[config.mk]
export PLATFORM = sky130hd
export DESIGN_NAME = mem_arbiter_rr
export DESIGN_NICKNAME = d
export VERILOG_FILES = /design/src/rtl/mem_arbiter_rr.sv
export SDC_FILE = /design/constraint.sdc
export NUM_CORES = 1
export LEC_CHECK = 0
export BUFFER_PORTS_ARGS = -buffer_cell sky130_fd_sc_hd__buf_2
export CELL_PAD_IN_SITES_DETAIL_PLACEMENT = 1
export CELL_PAD_IN_SITES_GLOBAL_PLACEMENT = 1
export CORE_ASPECT_RATIO = 0.75
export CORE_MARGIN = 2
export CORE_UTILIZATION = 33
export CTS_CLUSTER_SIZE = 20
export DETAILED_ROUTE_END_ITERATION = 12
export GPL_TIMING_DRIVEN = 0
export MAX_ROUTING_LAYER = met4
export PLACE_DENSITY = 0.86
export RECOVER_POWER = 100
export SETUP_SLACK_MARGIN = 0.05
export SLEW_MARGIN = 10
export SYNTH_ARGS = -nofsm -noshare
export SYNTH_HDL_FRONTEND = slang
export SYNTH_SLANG_ARGS = --single-unit
[constraint.sdc]
create_clock -name clk -period 2.8 [get_ports clk]
set_clock_uncertainty 0.15 [all_clocks]
set_input_delay 0.14 -clock clk [delete_from_list [all_inputs] [get_ports clk]]
set_output_delay 0.14 -clock clk [all_outputs]
set_load 0.02 [all_outputs]
[src/rtl/mem_arbiter_rr.sv]
// ---------------------------------------------------------------------------
// mem_arbiter_rr
//
// Shares one single-port synchronous RAM between NUM_CORES requesting cores.
// Each transaction is one read or one write. The arbiter uses a rotating
// round-robin pointer, so a port that has just been served gets the lowest
// priority for the next grant.
//
// Transaction shape:
//   IDLE -> ACCESS -> ACK                     (write)
//   IDLE -> ACCESS -> WAIT x RD_LAT -> ACK    (read)
// There is always one IDLE cycle between consecutive transactions.
//
// Ports:
//   clk       system clock, all state updates on the rising edge
//   rst       asynchronous active-high reset
//   rden      per-core read request, bit i = core i
//   wren      per-core write request (wins over rden when both are set)
//   addr      per-core address, slice i = core i
//   din       per-core write data, slice i = core i
//   ram_q     read data returned by the RAM
//   acq       one-cycle completion strobe, one bit per core
//   dq        per-core registered read data, held until that core's next read
//   ram_addr  RAM address, held between transactions
//   ram_din   RAM write data, held between transactions
//   ram_wren  RAM write enable, high only in the ACCESS cycle of a write
//   grant_id  index of the core currently or most recently served
//   busy      high whenever a transaction is in flight (state != IDLE)
// ---------------------------------------------------------------------------
module mem_arbiter_rr #(
  parameter int NUM_CORES = 3,
  parameter int ADDR_W    = 8,
  parameter int DATA_W    = 8,
  parameter int RD_LAT    = 2
) (
  input  logic                          clk,
  input  logic                          rst,
  input  logic [NUM_CORES-1:0]          rden,
  input  logic [NUM_CORES-1:0]          wren,
  input  logic [NUM_CORES*ADDR_W-1:0]   addr,
  input  logic [NUM_CORES*DATA_W-1:0]   din,
  input  logic [DATA_W-1:0]             ram_q,
  output logic [NUM_CORES-1:0]          acq,
  output logic [NUM_CORES*DATA_W-1:0]   dq,
  output logic [ADDR_W-1:0]             ram_addr,
  output logic [DATA_W-1:0]             ram_din,
  output logic                          ram_wren,
  output logic [$clog2(NUM_CORES)-1:0]  grant_id,
  output logic                          busy
);

  localparam int IDX_W = $clog2(NUM_CORES);
  // The wait counter must hold RD_LAT-1; keep it at least one bit wide so
  // that RD_LAT = 1 still gives a legal vector.
  localparam int CNT_W = (RD_LAT > 1) ? $clog2(RD_LAT) : 1;

  localparam logic [IDX_W-1:0] LAST_IDX  = IDX_W'(NUM_CORES - 1);
  localparam logic [IDX_W:0]   NUM_PORTS = (IDX_W + 1)'(NUM_CORES);
  localparam logic [CNT_W-1:0] CNT_LOAD  = CNT_W'(RD_LAT - 1);

  typedef enum logic [1:0] {
    IDLE,
    ACCESS,
    WAIT,
    ACK
  } state_t;

  state_t               state;
  state_t               next_state;
  logic [IDX_W-1:0]     ptr;
  logic                 op_write;
  logic [CNT_W-1:0]     wait_cnt;
  logic [NUM_CORES-1:0] req;
  logic                 req_any;
  logic [IDX_W-1:0]     sel_idx;
  logic [IDX_W:0]       scan;

  assign req = rden | wren;

  // Round-robin selection: walk ptr, ptr+1, ... and take the first core that
  // is requesting. The wrap is done by a single conditional subtraction
  // because ptr is always below NUM_CORES, so ptr+k stays below
  // 2*NUM_CORES. This keeps non-power-of-two core counts from ever
  // producing an out-of-range index.
  always_comb begin
    req_any = 1'b0;
    sel_idx = ptr;
    scan    = '0;
    for (int k = 0; k < NUM_CORES; k++) begin
      scan = {1'b0, ptr} + (IDX_W + 1)'(k);
      if (scan >= NUM_PORTS) begin
        scan = scan - NUM_PORTS;
      end
      if (!req_any && req[scan[IDX_W-1:0]]) begin
        req_any = 1'b1;
        sel_idx = scan[IDX_W-1:0];
      end
    end
  end

  // State register. Reset drops straight back to IDLE, which also clears
  // ram_wren, acq and busy immediately because they are decoded from state.
  always_ff @(posedge clk or posedge rst) begin
    if (rst) begin
      state <= IDLE;
    end else begin
      state <= next_state;
    end
  end

  // Next-state logic and state-decoded outputs. ram_wren, acq and busy are
  // pure decodes of the registered state, so they are glitch-free with
  // respect to the request inputs.
  always_comb begin
    next_state = state;
    ram_wren   = 1'b0;
    acq        = '0;
    busy       = (state != IDLE);
    case (state)
      IDLE: begin
        if (req_any) begin
          next_state = ACCESS;
        end
      end
      ACCESS: begin
        ram_wren   = op_write;
        next_state = op_write ? ACK : WAIT;
      end
      WAIT: begin
        if (wait_cnt == '0) begin
          next_state = ACK;
        end
      end
      ACK: begin
        acq[grant_id] = 1'b1;
        next_state    = IDLE;
      end
      default: begin
        next_state = IDLE;
      end
    endcase
  end

  // Transaction registers. The winning core's address, data and operation
  // are captured when leaving IDLE so the RAM side stays stable for the
  // whole transaction even if the requester changes its inputs. ram_addr
  // and ram_din are only reloaded on a new grant, so they hold their last
  // values through ACK and IDLE.
  always_ff @(posedge clk or posedge rst) begin
    if (rst) begin
      grant_id <= '0;
      ram_addr <= '0;
      ram_din  <= '0;
      op_write <= 1'b0;
      wait_cnt <= '0;
    end else begin
      case (state)
        IDLE: begin
          if (req_any) begin
            grant_id <= sel_idx;
            ram_addr <= addr[sel_idx*ADDR_W +: ADDR_W];
            ram_din  <= din[sel_idx*DATA_W +: DATA_W];
            op_write <= wren[sel_idx];
          end
        end
        ACCESS: begin
          wait_cnt <= CNT_LOAD;
        end
        WAIT: begin
          if (wait_cnt != '0) begin
            wait_cnt <= wait_cnt - 1'b1;
          end
        end
        default: begin
        end
      endcase
    end
  end

  // Rotating priority pointer. It moves to the core after the one just
  // served, so every other requesting core is ahead of it next time.
  always_ff @(posedge clk or posedge rst) begin
    if (rst) begin
      ptr <= '0;
    end else if (state == ACK) begin
      ptr <= (grant_id == LAST_IDX) ? '0 : grant_id + 1'b1;
    end
  end

  // Per-core read data. Only the served core's slice is written, and only
  // at the end of a read's last WAIT cycle, so writes never disturb dq and
  // the value is already valid during the ACK cycle.
  always_ff @(posedge clk or posedge rst) begin
    if (rst) begin
      dq <= '0;
    end else if (state == WAIT && wait_cnt == '0) begin
      dq[grant_id*DATA_W +: DATA_W] <= ram_q;
    end
  end

endmodule

==> flow_summary.json, run 1 <==
{
  "status": "finished, violations left",
  "violations": "setup timing",
  "port_buffers": 110,
  "fin_crit_ps": 2830,
  "hp-class": "primary input to register",
  "die_w_microns": 113,
  "ant_nets": 0,
  "via_count": 3159,
  "multi_input_area_sq_um": 1770,
  "layout_common_cells": "66 x buf_2, 48 x clkbuf_1, 48 x dfrtp_1",
  "die_y_microns": 86.0,
  "clock_path_buffers": 2,
  "nNetsFinal": 542,
  "grt_pass1_vias": 3351,
  "maxCapViolCount": 0,
  "maxSlewViolCount": 0,
  "hold_viol": 0,
  "synthToLayoutAreaGrowth_pct": 47.2,
  "syn-cell-area_sq_um": 2960,
  "crit_path_start": "ptr[0]",
  "syn_nets": 383,
  "synthTopCellsByArea": "dfrtp_1 41%, a22o_1 7.1%, ha_1 5.9%, nand2_1 5.5%, a221o_1 5.1%",
  "synth_top_area_share_pct": 40.6,
  "fmax_mhz": 354,
  "synth.distinct_cells": 46,
  "boundaryPins": 111,
  "dieArea_sq_um": 9740,
  "worst_path_max_delay_cell": "nor4_4",
  "final_common_cell": "buf_2",
  "rsz0062_at_grt": "true",
  "period_share_pct": 101,
  "seq_area_sq_um": 1200,
  "met2RoutedLength_mm": 5.65,
  "postLayoutCoreUtil_pct": 50.8,
  "design_area_sq_um": 4350,
  "grt.total_usage_pct": 23.4,
  "start_util_pct": 34.5,
  "grt_pass1_wl_mm": 17.5,
  "rr_endpoint": "ram_addr[2]",
  "path_clk_slew_ps": 70,
  "wl_mm": 11.4,
  "critPathCaptureType": "register",
  "first_iter_violations": 155,
  "cts_buffers": 5,
  "critical_path_required_ps": 2830,
  "rrSetupSlack_ps": -30,
  "rows": 29,
  "setup.worst_path.start_class": "register",
  "setup-violations-final": 9,
  "drive_above_1_share_pct": 28.2,
  "route.detailed.drc": 0,
  "core_sq_um": 8560,
  "synthCells": 305,
  "async_flop_share_pct": 100,
  "cts.sinks": 48,
  "gp_congestion": 0.915,
  "wl_met3_microns": 591,
  "leakage_nw": 2.01,
  "yosys_warnings": 0,
  "route.top_layer_used": "met4",
  "fillers": 1019,
  "first_pass_iters": 4,
  "dpl_cell_area_sq_um": 3680,
  "cellPowerDensity_nw_per_um2": 1200,
  "rr_worst_depth": 10,
  "clock_latency_ps": 300,
  "yosysTopAreaCell": "dfrtp_1",
  "slew_headroom_pct": 37.7,
  "seq_area_frac_synth_pct": 40.6,
  "synth_edf_count": 0,
  "antenna_found_initial": 1,
  "syn_area_per_cell_sq_um": 9.69,
  "path_cells": "buf_6, ha_2, buf_6, nor3b_1, nor4_4, a221o_1, buf_4, a21boi_4, clkbuf_16, a221o_1",
  "r2r-start": "ptr[0]",
  "vdd_drop_max_mv": 0.375,
  "cts_tree": "built",
  "endpoint": "ram_addr[2]",
  "worst-setup-path-type": "register to register",
  "min_from": "addr[23]",
  "tightest_slew_ps": 935,
  "wl_per_cell_microns": 19.9,
  "finalWorstSetupSlack_ps": -26.8,
  "worstPathArrival_ps": 2860,
  "wirelength_met1_mm": 4.97,
  "cts_root_buf": "clkbuf_16",
  "grt_max_degree": 38,
  "synth-main-ff-cell": "dfrtp_1",
  "max_stage_delay_ps": 510,
  "htreeDepth": 2,
  "hpwl_mm": 7.49,
  "viasPerCell": 5.50,
  "cp_max_fo": 9,
  "yosys_register_bits": 48,
  "grt-ovfl-total": 0
}
==> critical path, delay by kind of cell, from the launching register on <==
kind,cells,cell delay (ps)
AOI/OAI and AO/OA,3,720
and+or+nand+nor,2,660
buffers and inverters,4,570
DFF,1,420
adders and majority gates,1,180
==> area by class of cell <==
cell class | instances | area share (%)
timing repair buffer | 153 | 20.6
antenna | 1 | 0.0575
multi-input combinational | 231 | 40.7
sequential | 48 | 27.6
clock inverter | 3 | 1.09
inverter | 8 | 0.690
clock buffer | 5 | 2.88
tap | 108 | 3.11
buffer | 17 | 3.28
==> worst min path at each step <==
stage / end / slack [ps] / cells after the start
finish: ram_addr[7] / 2 / 3
global route: ram_addr[7] / 40 / 3
CTS: ram_addr[7] / 2 / 3
detailed placement: ram_din[5] / -50 / 2
global placement: ram_din[4] / 230 / 2
floorplan: dq[0] / 120 / 1
==> metrics by stage <==
step / hold WS, ps / setup TNS, ps / setup WS [ps] / total power, W / instances
finish: 1.79 / -154 / -26.8 / 0.00524 / 574
global route: 36.6 / -1290 / -121 / 0.00558 / 574
CTS: 2.08 / -16.7 / -11.9 / 0.00487 / 560
detailed placement: -47.1 / -4360 / -354 / 0.00386 / 524
global placement: 228 / -7140 / -302 / 0.00372 / 523
floorplan: 123 / 0 / 74.5 / 0.00306 / 305
==> cells in the mapped netlist (2+ instances only) <==
library cell,number
o211a_1,3
nor3b_1,4
a22o_1,24
ha_1,14
a21o_1,18
and2_1,5
nand3_1,19
o21ai_0,6
and2b_1,2
buf_6,2
inv_1,8
buf_2,8
clkbuf_1,8
a21oi_1,4
nor2b_1,13
nor4b_1,3
dfrtp_1,48
o21bai_1,3
o211ai_1,20
nand2_1,43
nand2b_1,5
a221o_1,15
nor2_1,6
or2_1,2
==> power by group <==
part | switching [W] | internal [W] | total [W] | leakage (nW)
clock network | 0.000293 | 0.000425 | 0.000718 | 0.0840
logic | 0.00190 | 0.00148 | 0.00338 | 1.30
registers | 0.000196 | 0.000949 | 0.00115 | 0.626
total | 0.00239 | 0.00286 | 0.00524 | 2.01
==> per-layer routing <==
layer / vias to the layer above / GRT usage, %
met3: 22 / 3.96
met5: - / -
met4: 0 / 6.10
met1: 1573 / 28.8
li1: 1450 / -
met2: 114 / 40.1
==> cells by family (layout without fill, tap and decap cells) <==
| family | after synthesis | in the layout | share of synthesized area (%) |
|---|---|---|---|
| other cells | 0 | 1 | 0 |
| flops | 48 | 48 | 40.6 |
| simple gates | 112 | 112 | 20.0 |
| buf+inv | 26 | 186 | 4.15 |
| compound gates | 105 | 105 | 29.3 |
| fa+ha+maj | 14 | 14 | 5.92 |
==> sequential cells by signal (all words and copies together), names as in the netlist <==
signal and flops:
grant_id 2, dq 24, state 2, ptr 2, ram_addr 8, wait_cnt 1
ram_din 8, op_write 1
==> what timing repair did <==
item,4_1_cts,5_1_grt
setup endpoints to repair,29,36
hold buffers,23,0
hold endpoints to repair,86,0
gates resized for setup,19,36
pin swaps,4,5
buffers inserted,6,12
gates cloned,0,1
(Power assumes the default switching activity.)
==> run 2, diff against run 1 <==
--- a/config.mk
+++ b/config.mk
@@ -16,7 +16,6 @@
 export GPL_TIMING_DRIVEN = 0
 export MAX_ROUTING_LAYER = met4
 export PLACE_DENSITY = 0.86
-export RECOVER_POWER = 100
 export SETUP_SLACK_MARGIN = 0.05
 export SLEW_MARGIN = 10
 export SYNTH_ARGS = -nofsm -noshare
==> flow_summary.json, run 2 (same netlist as run 1, synthesis figures left out) <==
{
  "status": "finished, violations left",
  "violations": "setup timing",
  "wl_mm": 11.4,
  "rrSetupSlack_ps": -30,
  "hold_viol": 0,
  "min_from": "addr[23]",
  "period_share_pct": 101,
  "design_area_sq_um": 4430,
  "rr_worst_depth": 10,
  "slew_headroom_pct": 59.7,
  "ant_nets": 0,
  "r2r-start": "ptr[0]",
  "reg_top3": "dq (24), ram_addr (8), ram_din (8)",
  "start_util_pct": 34.5,
  "grt_pass1_wl_mm": 17.5,
  "viasPerCell": 5.46,
  "maxSlewViolCount": 0,
  "boundaryPins": 111,
  "fin_crit_ps": 2830,
  "via_count": 3133,
  "tightest_slew_ps": 603,
  "fillers": 997,
  "dieArea_sq_um": 9740,
  "rows": 29,
  "layout_common_cells": "113 x buf_2, 48 x dfrtp_1, 41 x nand2_1",
  "min_to": "ram_addr[7]",
  "numPlacedInstances": 524,
  "leakage_nw": 2.20,
  "grt-ovfl-total": 0,
  "setup.worst_path.start_class": "register",
  "finalWorstSetupSlack_ps": -33.3,
  "hp-class": "primary input to register",
  "rsz0062_at_grt": "true",
  "grt_pass1_vias": 3351,
  "core_sq_um": 8560,
  "antenna_found_initial": 1,
  "synthToLayoutAreaGrowth_pct": 49.9,
  "maxCapViolCount": 0,
  "wl_per_cell_microns": 19.8,
  "rr_endpoint": "ram_addr[2]",
  "drive_above_1_share_pct": 38.7,
  "cts_buffers": 5,
  "fmax_mhz": 353,
  "cts_root_buf": "clkbuf_16",
  "final_common_cell": "buf_2",
  "top_register": "dq",
  "clock_latency_ps": 300,
  "cts.sinks": 48,
  "clock_path_buffers": 2,
  "cellPowerDensity_nw_per_um2": 1200,
  "hold_path_depth": 3,
  "hpwl_mm": 7.49,
  "gp_congestion": 0.915,
  "die_y_microns": 86.0,
  "largest_reg_flops": 24,
  "grt_max_degree": 38,
  "route.detailed.drc": 0,
  "vdd_drop_max_mv": 0.370,
  "path_clk_slew_ps": 70,
  "worstPathArrival_ps": 2870,
  "worst-setup-path-type": "register to register",
  "postLayoutCoreUtil_pct": 51.8,
  "nNetsFinal": 542,
  "fin_cells": 574,
  "first_iter_violations": 161,
  "htreeDepth": 2,
  "setup-violations-final": 11,
  "die_w_microns": 113,
  "first_pass_iters": 4,
  "cts_tree": "built",
  "port_buffers": 110,
  "grt.total_usage_pct": 23.4,
  "critical_path_required_ps": 2830,
  "dpl_cell_area_sq_um": 3680,
  "critPathCaptureType": "register",
  "cp_max_fo": 9
}
run 2: cell count changes in the layout (fill, tap and decap cells not counted):
cell / previous run / this run
a32oi_2: 0 / 1
buf_2: 66 / 113
a32oi_1: 1 / 0
buf_12: 0 / 1
clkbuf_1: 48 / 1
clkbuf_2: 4 / 3
inv_2: 1 / 2
inv_1: 7 / 6
and2_0: 2 / 0
and2_1: 3 / 5
run 2: timing repair:
action                                 4_1_cts  5_1_grt
endpoints found under the hold margin       86        0
pin swaps                                    4        5
gates resized for setup                     19       36
hold buffers                                23        0
setup endpoints to repair                   29       36
buffers inserted                             6       12
gates cloned                                 0        1
run 2: area by class of cell:
cell class	count	area [sq um]	share of cell area (%)
Sequential cell	48	1200	27.1
Buffer	17	143	3.22
Clock buffer	5	125	2.82
Clock inverter	3	47.5	1.07
Timing Repair Buffer	153	972	21.9
Antenna cell	1	2.50	0.0564
Tap cell	108	135	3.05
Inverter	8	30.0	0.677
Multi-Input combinational cell	231	1780	40.1
run 2: worst max-delay path by stage:
stage	startpoint	to	slack, ps	depth (start not counted)
2_1_floorplan	ptr[0]	ram_addr[0]	70	11
3_3_place_gp	ptr[1]	ram_din[5]	-300	11
3_5_place_dp	ptr[1]	ram_din[5]	-350	11
4_1_cts	ptr[0]	ram_din[5]	-10	11
5_1_grt	ptr[0]	ram_din[1]	-120	11
6_report	ptr[0]	ram_addr[2]	-30	10
run 2: through the flow:
stage | power, W | setup TNS, ps | hold slack, ps | worst slack, ps
floorplan | 0.00306 | 0 | 123 | 74.5
global placement | 0.00372 | -7140 | 228 | -302
detailed placement | 0.00386 | -4360 | -47.1 | -354
CTS | 0.00487 | -16.7 | 2.08 | -11.9
global route | 0.00565 | -1290 | 36.6 | -121
finish | 0.00531 | -213 | 2.33 | -33.3
run 2: metal layers:
| metal | routed length, microns | GRT usage (%) |
|---|---|---|
| met1 | 4970 | 28.8 |
| met2 | 5660 | 40.1 |
| met3 | 572 | 3.96 |
| met4 | 176 | 6.10 |
| met5 | 0 | - |
run 2: worst max-delay path, cell delays in order, from the launching register on:
cell and delay (ps):
dfrtp_1 420, buf_6 130, ha_2 180, buf_6 130
nor3b_1 150, nor4_4 510, a221o_1 300, buf_4 150
a21boi_4 80, clkbuf_16 170, a221o_1 340
run 2: report_power, final:
part	switching, W	internal, W	total (W)	leakage (nW)
registers	0.000190	0.000949	0.00114	0.626
clock network	0.000296	0.000425	0.000721	0.0840
logic	0.00190	0.00155	0.00345	1.49
==> run 3, diff against run 2 <==
--- a/config.mk
+++ b/config.mk
@@ -15,7 +15,7 @@
 export DETAILED_ROUTE_END_ITERATION = 12
 export GPL_TIMING_DRIVEN = 0
 export MAX_ROUTING_LAYER = met4
-export PLACE_DENSITY = 0.86
+export PLACE_DENSITY = 0.84
 export SETUP_SLACK_MARGIN = 0.05
 export SLEW_MARGIN = 10
 export SYNTH_ARGS = -nofsm -noshare
==> flow_summary.json, run 3 (same netlist as run 1, synthesis figures left out) <==
{
  "status": "completed",
  "htreeDepth": 2,
  "final_common_cell": "buf_2",
  "layout_common_cells": "114 x buf_2, 48 x dfrtp_1, 42 x nand2_1",
  "boundaryPins": 111,
  "rsz0062_at_grt": "true",
  "hold_path_depth": 3,
  "design_area_sq_um": 4340,
  "leakage_nw": 2.15,
  "start_util_pct": 34.5,
  "setup-violations-final": 0,
  "slew_headroom_pct": 50.1,
  "crit_path_start": "ptr[0]",
  "cts_root_buf": "clkbuf_16",
  "antenna_found_initial": 0,
  "core_sq_um": 8560,
  "cellPowerDensity_nw_per_um2": 1160,
  "rows": 29,
  "wl_per_cell_microns": 19.0,
  "cts.sinks": 48,
  "tightest_slew_ps": 746,
  "grt_max_degree": 39,
  "grt.total_usage_pct": 23.2,
  "clock_latency_ps": 290,
  "met2RoutedLength_mm": 5.41,
  "largest_reg_flops": 24,
  "fillers": 984,
  "rr_worst_depth": 11,
  "synthToLayoutAreaGrowth_pct": 46.8,
  "ant_nets": 0,
  "dieArea_sq_um": 9740,
  "gp_congestion": 0.922,
  "hp-class": "primary input to register",
  "maxSlewViolCount": 0,
  "top_register": "dq",
  "fin_crit_ps": 2780,
  "first_pass_iters": 4,
  "die_y_microns": 86.0,
  "route.top_layer_used": "met4",
  "reg_top3": "dq (24), ram_addr (8), ram_din (8)",
  "grt_pass1_vias": 3421,
  "multi_input_area_sq_um": 1760,
  "nNetsFinal": 537,
  "cts_buffers": 5,
  "port_buffers": 110,
  "critical_path_required_ps": 2840,
  "worstPathArrival_ps": 2810,
  "hpwl_mm": 7.63,
  "setup.worst_path.start_class": "register",
  "wirelength_met1_mm": 4.66,
  "wl_met3_microns": 538,
  "cts_tree": "built",
  "critPathCaptureType": "register",
  "hold_viol": 0,
  "wl_mm": 10.8,
  "worst-setup-path-type": "register to register",
  "grt-ovfl-total": 0,
  "grt_pass1_wl_mm": 17.5,
  "vdd_drop_max_mv": 0.406,
  "viasPerCell": 5.47,
  "rr_endpoint": "ram_addr[0]",
  "cp_max_fo": 10,
  "path_clk_slew_ps": 70,
  "hold_ws_ps": 23.7,
  "first_iter_violations": 145,
  "via_count": 3108,
  "finalPower_w": 0.00503,
  "route.detailed.drc": 0,
  "maxCapViolCount": 0,
  "r2r-start": "ptr[0]",
  "die_w_microns": 113,
  "seq_area_sq_um": 1200,
  "min_to": "ram_din[7]",
  "diodes": 0,
  "period_share_pct": 99.3,
  "fmax_mhz": 360,
  "clock_path_buffers": 2,
  "min_from": "din[23]",
  "drive_above_1_share_pct": 38.3,
  "rrSetupSlack_ps": 20,
  "dpl_cell_area_sq_um": 3680
}
run 3: cell count changes in the layout (fill, tap and decap cells not counted), moves of 2 or more:
| cell | change |
|---|---|
| buf_4 | -5 |
| buf_6 | -3 |
| clkbuf_4 | +3 |
| clkinvlp_4 | +2 |
| nor3b_1 | -2 |
| nor3b_2 | +2 |
run 3: repair_timing:
item	in CTS	in global routing
pin swaps	10	4
gates cloned	0	1
hold buffers	23	0
setup endpoints to repair	20	36
setup buffers	9	4
resized for setup	23	23
hold endpoints to repair	86	0
run 3: worst max-delay path, stage by stage (launching register included):
cell and delay, ps:
dfrtp_1 410, buf_6 130, ha_2 170, buf_6 130, or2_4 240, o22ai_4 160, nor4_4 90, a221o_1 380
and3_4 210, buf_8 130, clkbuf_16 150, a221o_1 310
run 3: through the flow:
step | cells | TNS, ps | utilization [%] | worst slack [ps]
2_1_floorplan | 305 | 0 | - | 74.5
3_3_place_gp | 523 | -7910 | 42.5 | -308
3_5_place_dp | 524 | -5030 | 43.0 | -442
4_1_cts | 563 | 0 | 49.1 | 12.2
5_1_grt | 568 | -514 | 50.7 | -63.2
6_report | 568 | 0 | 50.7 | 20.6
run 3: metal layers:
layer  track usage (%)  vias up
li1                  -     1448
met1              28.2     1544
met2              39.8      101
met3              4.38       15
met4              6.43        0
met5                 -        -
run 3: cell type report:
cell class	instances	share of cell area (%)
buffer	17	3.20
clock buffer	5	2.88
clock inverter	3	0.548
inverter	8	0.692
multi-input combinational	231	40.5
sequential	48	27.7
tap	108	3.11
timing repair buffer	148	21.4
run 3: power breakdown:
group	total (W)	internal (W)	switching, W
Sequential	0.00113	0.000949	0.000181
Clock	0.000620	0.000333	0.000287
Combinational	0.00328	0.00146	0.00182
Total	0.00503	0.00274	0.00229
run 3: worst max-delay path by stage:
stage                        to  cells past startpoint
floorplan           ram_addr[0]                     11
global placement     ram_din[0]                     11
finish              ram_addr[0]                     11
detailed placement   ram_din[4]                     11
CTS                  ram_din[1]                     11
global route        ram_addr[1]                     10
